## src/rtl/axis_to_mips_fifo_loader.sv

```systemverilog
// Splits wide AXI4-Stream beats into 32-bit words and streams the first INST_WORDS
// into the instruction FIFO and the following DATA_WORDS into the data FIFO.
module axis_to_mips_fifo_loader #(
    parameter int C_AXIS_WIDTH = 512,
    parameter int INST_WORDS   = 256,
    parameter int DATA_WORDS   = 256
) (
    input  logic                    aclk,
    input  logic                    areset,
    input  logic                    i_start,
    input  logic [C_AXIS_WIDTH-1:0] s_axis_tdata,
    input  logic                    s_axis_tvalid,
    input  logic                    s_axis_tlast,
    output logic                    s_axis_tready,
    output logic [31:0]             o_inst_fifo_din,
    output logic                    o_inst_fifo_wr_en,
    input  logic                    i_inst_fifo_full,
    output logic [31:0]             o_data_fifo_din,
    output logic                    o_data_fifo_wr_en,
    input  logic                    i_data_fifo_full,
    output logic                    o_busy,
    output logic                    o_load_done,
    output logic                    o_err
);
    localparam int LANES = C_AXIS_WIDTH / 32;
    localparam int LW    = (LANES > 1) ? $clog2(LANES) : 1;

    localparam logic [1:0] S_IDLE = 2'd0;
    localparam logic [1:0] S_INST = 2'd1;
    localparam logic [1:0] S_DATA = 2'd2;
    localparam logic [1:0] S_DONE = 2'd3;

    logic [1:0]              state_q, state_d;
    logic [C_AXIS_WIDTH-1:0] buf_data_q, buf_data_d;
    logic                    buf_vld_q, buf_vld_d;
    logic                    buf_last_q, buf_last_d;
    logic [LW-1:0]           lane_q, lane_d;
    logic [15:0]             inst_cnt_q, inst_cnt_d;
    logic [15:0]             data_cnt_q, data_cnt_d;
    logic                    err_q, err_d;

    logic [LANES-1:0][31:0]  lanes_w;
    logic                    in_run, tgt_full, pop, last_lane, accept;
    logic                    inst_fin, data_fin;

    assign lanes_w   = buf_data_q;
    assign in_run    = (state_q == S_INST) || (state_q == S_DATA);
    assign tgt_full  = (state_q == S_DATA) ? i_data_fifo_full : i_inst_fifo_full;
    assign pop       = in_run & buf_vld_q & ~tgt_full;
    assign last_lane = (lane_q == LW'(LANES - 1));
    assign inst_fin  = (inst_cnt_q == 16'(INST_WORDS - 1));
    assign data_fin  = (data_cnt_q == 16'(DATA_WORDS - 1));
    assign accept    = s_axis_tvalid & s_axis_tready;

    assign s_axis_tready     = in_run & ~buf_vld_q;
    assign o_inst_fifo_din   = lanes_w[lane_q];
    assign o_data_fifo_din   = lanes_w[lane_q];
    assign o_inst_fifo_wr_en = pop & (state_q == S_INST);
    assign o_data_fifo_wr_en = pop & (state_q == S_DATA);
    assign o_busy            = in_run;
    assign o_load_done       = (state_q == S_DONE);
    assign o_err             = err_q;

    always_comb begin
        state_d    = state_q;
        buf_data_d = buf_data_q;
        buf_vld_d  = buf_vld_q;
        buf_last_d = buf_last_q;
        lane_d     = lane_q;
        inst_cnt_d = inst_cnt_q;
        data_cnt_d = data_cnt_q;
        err_d      = err_q;
        case (state_q)
            S_IDLE: begin
                if (i_start) begin
                    state_d    = S_INST;
                    inst_cnt_d = '0;
                    data_cnt_d = '0;
                    err_d      = 1'b0;
                    buf_vld_d  = 1'b0;
                end
            end
            S_INST, S_DATA: begin
                if (accept) begin
                    buf_data_d = s_axis_tdata;
                    buf_last_d = s_axis_tlast;
                    lane_d     = '0;
                    buf_vld_d  = 1'b1;
                end
                if (pop) begin
                    lane_d = lane_q + LW'(1);
                    if (last_lane) buf_vld_d = 1'b0;
                    if (state_q == S_INST) begin
                        inst_cnt_d = inst_cnt_q + 16'd1;
                        if (inst_fin) state_d = S_DATA;
                    end else begin
                        data_cnt_d = data_cnt_q + 16'd1;
                        if (data_fin) state_d = S_DONE;
                    end
                    // Stream ended on this word but the data set is not complete yet.
                    if (last_lane && buf_last_q && !((state_q == S_DATA) && data_fin)) begin
                        state_d = S_DONE;
                        err_d   = 1'b1;
                    end
                end
            end
            S_DONE: begin
                buf_vld_d = 1'b0;
                state_d   = S_IDLE;
            end
            default: state_d = S_IDLE;
        endcase
    end

    always_ff @(posedge aclk) begin
        if (areset) begin
            state_q    <= S_IDLE;
            buf_data_q <= '0;
            buf_vld_q  <= 1'b0;
            buf_last_q <= 1'b0;
            lane_q     <= '0;
            inst_cnt_q <= '0;
            data_cnt_q <= '0;
            err_q      <= 1'b0;
        end else begin
            state_q    <= state_d;
            buf_data_q <= buf_data_d;
            buf_vld_q  <= buf_vld_d;
            buf_last_q <= buf_last_d;
            lane_q     <= lane_d;
            inst_cnt_q <= inst_cnt_d;
            data_cnt_q <= data_cnt_d;
            err_q      <= err_d;
        end
    end
endmodule

```

## config.mk

```make
export PLATFORM = sky130hd
export DESIGN_NAME = axis_to_mips_fifo_loader
export DESIGN_NICKNAME = d
export VERILOG_FILES = /design/src/rtl/axis_to_mips_fifo_loader.sv
export SDC_FILE = /design/constraint.sdc
export NUM_CORES = 1
export LEC_CHECK = 0
export BUFFER_PORTS_ARGS = -buffer_cell sky130_fd_sc_hd__buf_2
export CORE_MARGIN = 8
export CORE_UTILIZATION = 50
export DETAILED_ROUTE_END_ITERATION = 10
export PLACE_DENSITY_LB_ADDON = 0.25
export REMOVE_ABC_BUFFERS = 1
export SLEW_MARGIN = 20
export SYNTH_ARGS = -nofsm -noshare
export SYNTH_HDL_FRONTEND = slang
export SYNTH_SLANG_ARGS = --single-unit
```

## constraint.sdc

```tcl
create_clock -name aclk -period 2.9 [get_ports aclk]
set_clock_uncertainty 0.05 [all_clocks]
set_input_delay 0.145 -clock aclk [delete_from_list [all_inputs] [get_ports aclk]]
set_output_delay 0.145 -clock aclk [all_outputs]
set_load 0.1 [all_outputs]
```

==> results by group <==
Detailed routing
  • Routed len/inst: between 20 and 25 um
  • Antenna Nets Post-Route: 0
  • Residual DRC: 0
  • Vias per cell: ~6
  • Initial DRC count: 4151
  • Via count: between 20k and 30k
  • Routed wire length: 111 mm
  • DRT Pass-1 Iters: 9

STA
  • Worst Max-Slew Pin Slew: between 0.9 and 1 ns
  • Slew Limit Fails: 0
  • Relative slew slack: 0.371
  • RSZ-0062 raised after global routing: yes
  • Final worst slack: -0.0665 ns
  • Fin. Hold Viols: 0
  • Min cycle time layout: between 2 and 3 ns
  • Finish-stage setup viols: 22
  • Final period util: 1.02
  • Fmax: 337 MHz
  • Setup TNS Final: -0.732 ns

CTS
  • TritonCTS clock tree: yes
  • Sink Count: around 550
  • CTS buffer count: 56
  • Worst skew pair latency: 0.59 ns
  • CTS root buf: clkbuf_16
  • CTS Buffer Depth: 3
  • Clk pin slew, worst setup/hold paths: 0.06 ns
  • H-tree depth: 2

Worst setup path
  • Startpoint Class: flop
  • Critical path endpoint category: primary output
  • Reg2reg setup slack: about 0.13 ns
  • CP arrival: 2.77 ns
  • Crit path buf inv count: 4
  • Crit path cell chain: buf_16, buf_12, buf_16, mux4_2, mux4_2, buf_12
  • Slowest Stage Delay on Critical Path: 0.59 ns
  • Crit-path max FO: 7
  • Critical path data required time: approximately 2.7 ns
  • Cell family with the largest share of critical-path delay: multiplexers
  • Slowest cell on crit path: mux4_2
  • Kind of critical path: flop to primary output

Cells and area
  • Register Area: ~0.011 mm^2
  • Syn-to-layout area delta: 51.4%
  • Final nets: 4293
  • Multi-input combinational cell area: approximately 0.011 mm^2
  • Share of layout cells above drive strength 1: 0.246
  • Final core utilization: 0.766
  • Fillers: 2659

Logic synthesis
  • XOR/XNOR share of the synthesized area: 0.00820
  • Seq cells post-synth: approximately 550
  • Most common cell in the netlist: nand2_1
  • Post-Synth Adder-Cell Area: 0.00426
  • Seq/Total Area, Yosys: 0.471
  • Synth top area share: 0.471
  • Asr flop ratio synth: 0
  • Netlist cell types: 41
  • EDFF count, synth: 0
  • Avg Synthesized Cell Area: approximately 8.7 um^2
  • Yosys Warn Count: 0
  • Synth top area cells: dfxtp_1 (47%), nand2_1 (17%), mux4_2 (15%)
  • Main combinational cell family by area after synthesis: simple AND/OR/NAND/NOR gates
  • Top cell type by total area after synthesis: dfxtp_1
  • Top cells by count, synth: nand2_1 (1046), dfxtp_1 (553), a21oi_1 (527), mux4_2 (160), clkbuf_1 (157)
  • Ys flop type: dfxtp_1
  • Synthesized area: between 0.02 and 0.025 mm^2
  • Portion of netlist area occupied by mux cells: 0.156
  • Simple-gate share of the synthesized area: 0.193
  • Post-synthesis cell count: 2709
  • Compound-Gate Fraction of Synth Area: 0.118

Placed design
  • PortBufs: between 500 and 600
  • Pre-CTS WS: between 0.3 and 0.4 ns
  • HPWL after DPL: between 50 and 60 mm
  • RD Place Congestion: slightly below 0.9

Floorplan
  • Die area: 0.0542 mm^2
  • Core box area: 0.0465 mm^2
  • Die span in x: about 230 um
  • Die Y: roughly 230 um
  • Starting density of the core: 0.506
  • # rows: between 70 and 80
  • Io pins: between 500 and 600

Pwr
  • Tot Pwr: between 0.02 and 0.03 W
  • Pleak: 13.7 nW
  • Pwr dens: approximately 790 mW/mm^2
  • Worst vdd ir: ~0.0008 V

GRT
  • Vias in the first global route: 27.7k
  • All-layer global routing usage: 0.376
  • First-pass GRT wire length: around 160 mm
  • Largest net degree at the start of global routing: 201
  • Initial antenna violation count: 31
  • Total congestion overflow: 0

Min path
  • Hold WC Path Type: input port to flop

Outcome
  • Failing checks: negative setup slack
  • Status: finished, violations left

Flow run
  • Max-cap violations: 0
## tightest hold or removal path: cells and delay by family
family,cells,cell delay [ns]
muxes,1,0.16
and+or+nand+nor,2,0.14
AOI/OAI and AO/OA,1,0.06
buffers and inverters,1,0.11
## final cells by class
class | count | share of cell area
Clock buffer | 83 | 0.0457
Multi-Input combinational cell | 1901 | 0.318
Timing Repair Buffer | 1248 | 0.294
Inverter | 6 | 0.000633
Clock inverter | 19 | 0.00728
Tap cell | 607 | 0.0214
Sequential cell | 553 | 0.312
Antenna cell | 28 | 0.00197
## cells by family after synthesis
| logic type | after synthesis |
|---|---|
| mux | 166 |
| flops | 553 |
| compound gates | 548 |
| buf+inv | 255 |
| xor+xnor | 22 |
| fa+ha+maj | 8 |
| simple gates | 1157 |
## cells in the final DEF, fill, tap and decap left out, types with 3 or more instances in the layout
| cell | n |
|---|---|
| nand2_1 | 1045 |
| dlygate4sd3_1 | 567 |
| dfxtp_1 | 549 |
| a21oi_1 | 527 |
| buf_2 | 522 |
| mux4_2 | 160 |
| clkbuf_16 | 63 |
| buf_4 | 56 |
| nor2_1 | 36 |
| buf_6 | 36 |
| buf_12 | 36 |
| diode_2 | 28 |
| xnor2_1 | 21 |
| nand3_1 | 18 |
| clkbuf_1 | 16 |
| buf_8 | 16 |
| nor4_1 | 15 |
| clkbuf_8 | 10 |
| ha_1 | 8 |
| clkinv_2 | 8 |
| buf_16 | 8 |
| inv_1 | 6 |
| bufinv_16 | 6 |
| mux2i_1 | 5 |
| o21ai_0 | 5 |
| and4_1 | 5 |
| nand4_1 | 5 |
| nor4b_1 | 5 |
| nand2b_1 | 4 |
| nor3_1 | 4 |
| o31ai_1 | 4 |
| and3_1 | 3 |
| nor2b_1 | 3 |
| or4_1 | 3 |
| dfxtp_4 | 3 |
## state kept, by name, indices dropped and copies added, names as in the netlist
register    flops
buf_vld_q       1
o_err           1
lane_q          4
data_cnt_q     16
state_q         2
inst_cnt_q     16
buf_data_q    512
buf_last_q      1
## per-stage QoR
step | hold WS, ns | instance area [um^2] | std cells
after floorplan | 0.164 | 22400 | 2460
after global placement | 0.337 | 26900 | 3715
after CTS | 0.0279 | 35100 | 4402
final | 0.0262 | 35600 | 4445
after global routing | 0.0561 | 35600 | 4438
after detailed placement | 0.341 | 26900 | 3715
## where the power goes
| group | switching, W | internal (W) | total (W) |
|---|---|---|---|
| clock | 0.00324 | 0.00440 | 0.00764 |
| sequential | 0.000980 | 0.00908 | 0.0101 |
| combinational | 0.00650 | 0.00375 | 0.0103 |
| total | 0.0107 | 0.0172 | 0.0280 |
## final timing paths
path / start / end / cells after the start
worst min register to register: buf_data_q[376]$_SDFFE_PP0P_ / buf_data_q[376]$_SDFFE_PP0P_ / 2
worst max register to register: state_q[1]$_SDFFE_PP0P_ / buf_data_q[183]$_SDFFE_PP0P_ / 9
worst max-delay path: lane_q[0]$_SDFFE_PP0P_ / o_inst_fifo_din[30] / 6
worst min-delay path: i_data_fifo_full / lane_q[1]$_SDFFE_PP0P_ / 5
## repair_timing
action                     CTS  global route
gates resized for setup    136            40
setup buffers               14             9
hold buffers               567             0
setup endpoints to repair   64            86
pin swaps                    0             1
hold endpoints to repair   522             0
cloned                       4             6
## routing by layer
layer	global-route usage	share of wire
met2	0.599	0.46
met4	0.281	0.096
met5	0	0.00084
met1	0.416	0.32
met3	0.126	0.12
(Power assumes the default switching activity.)
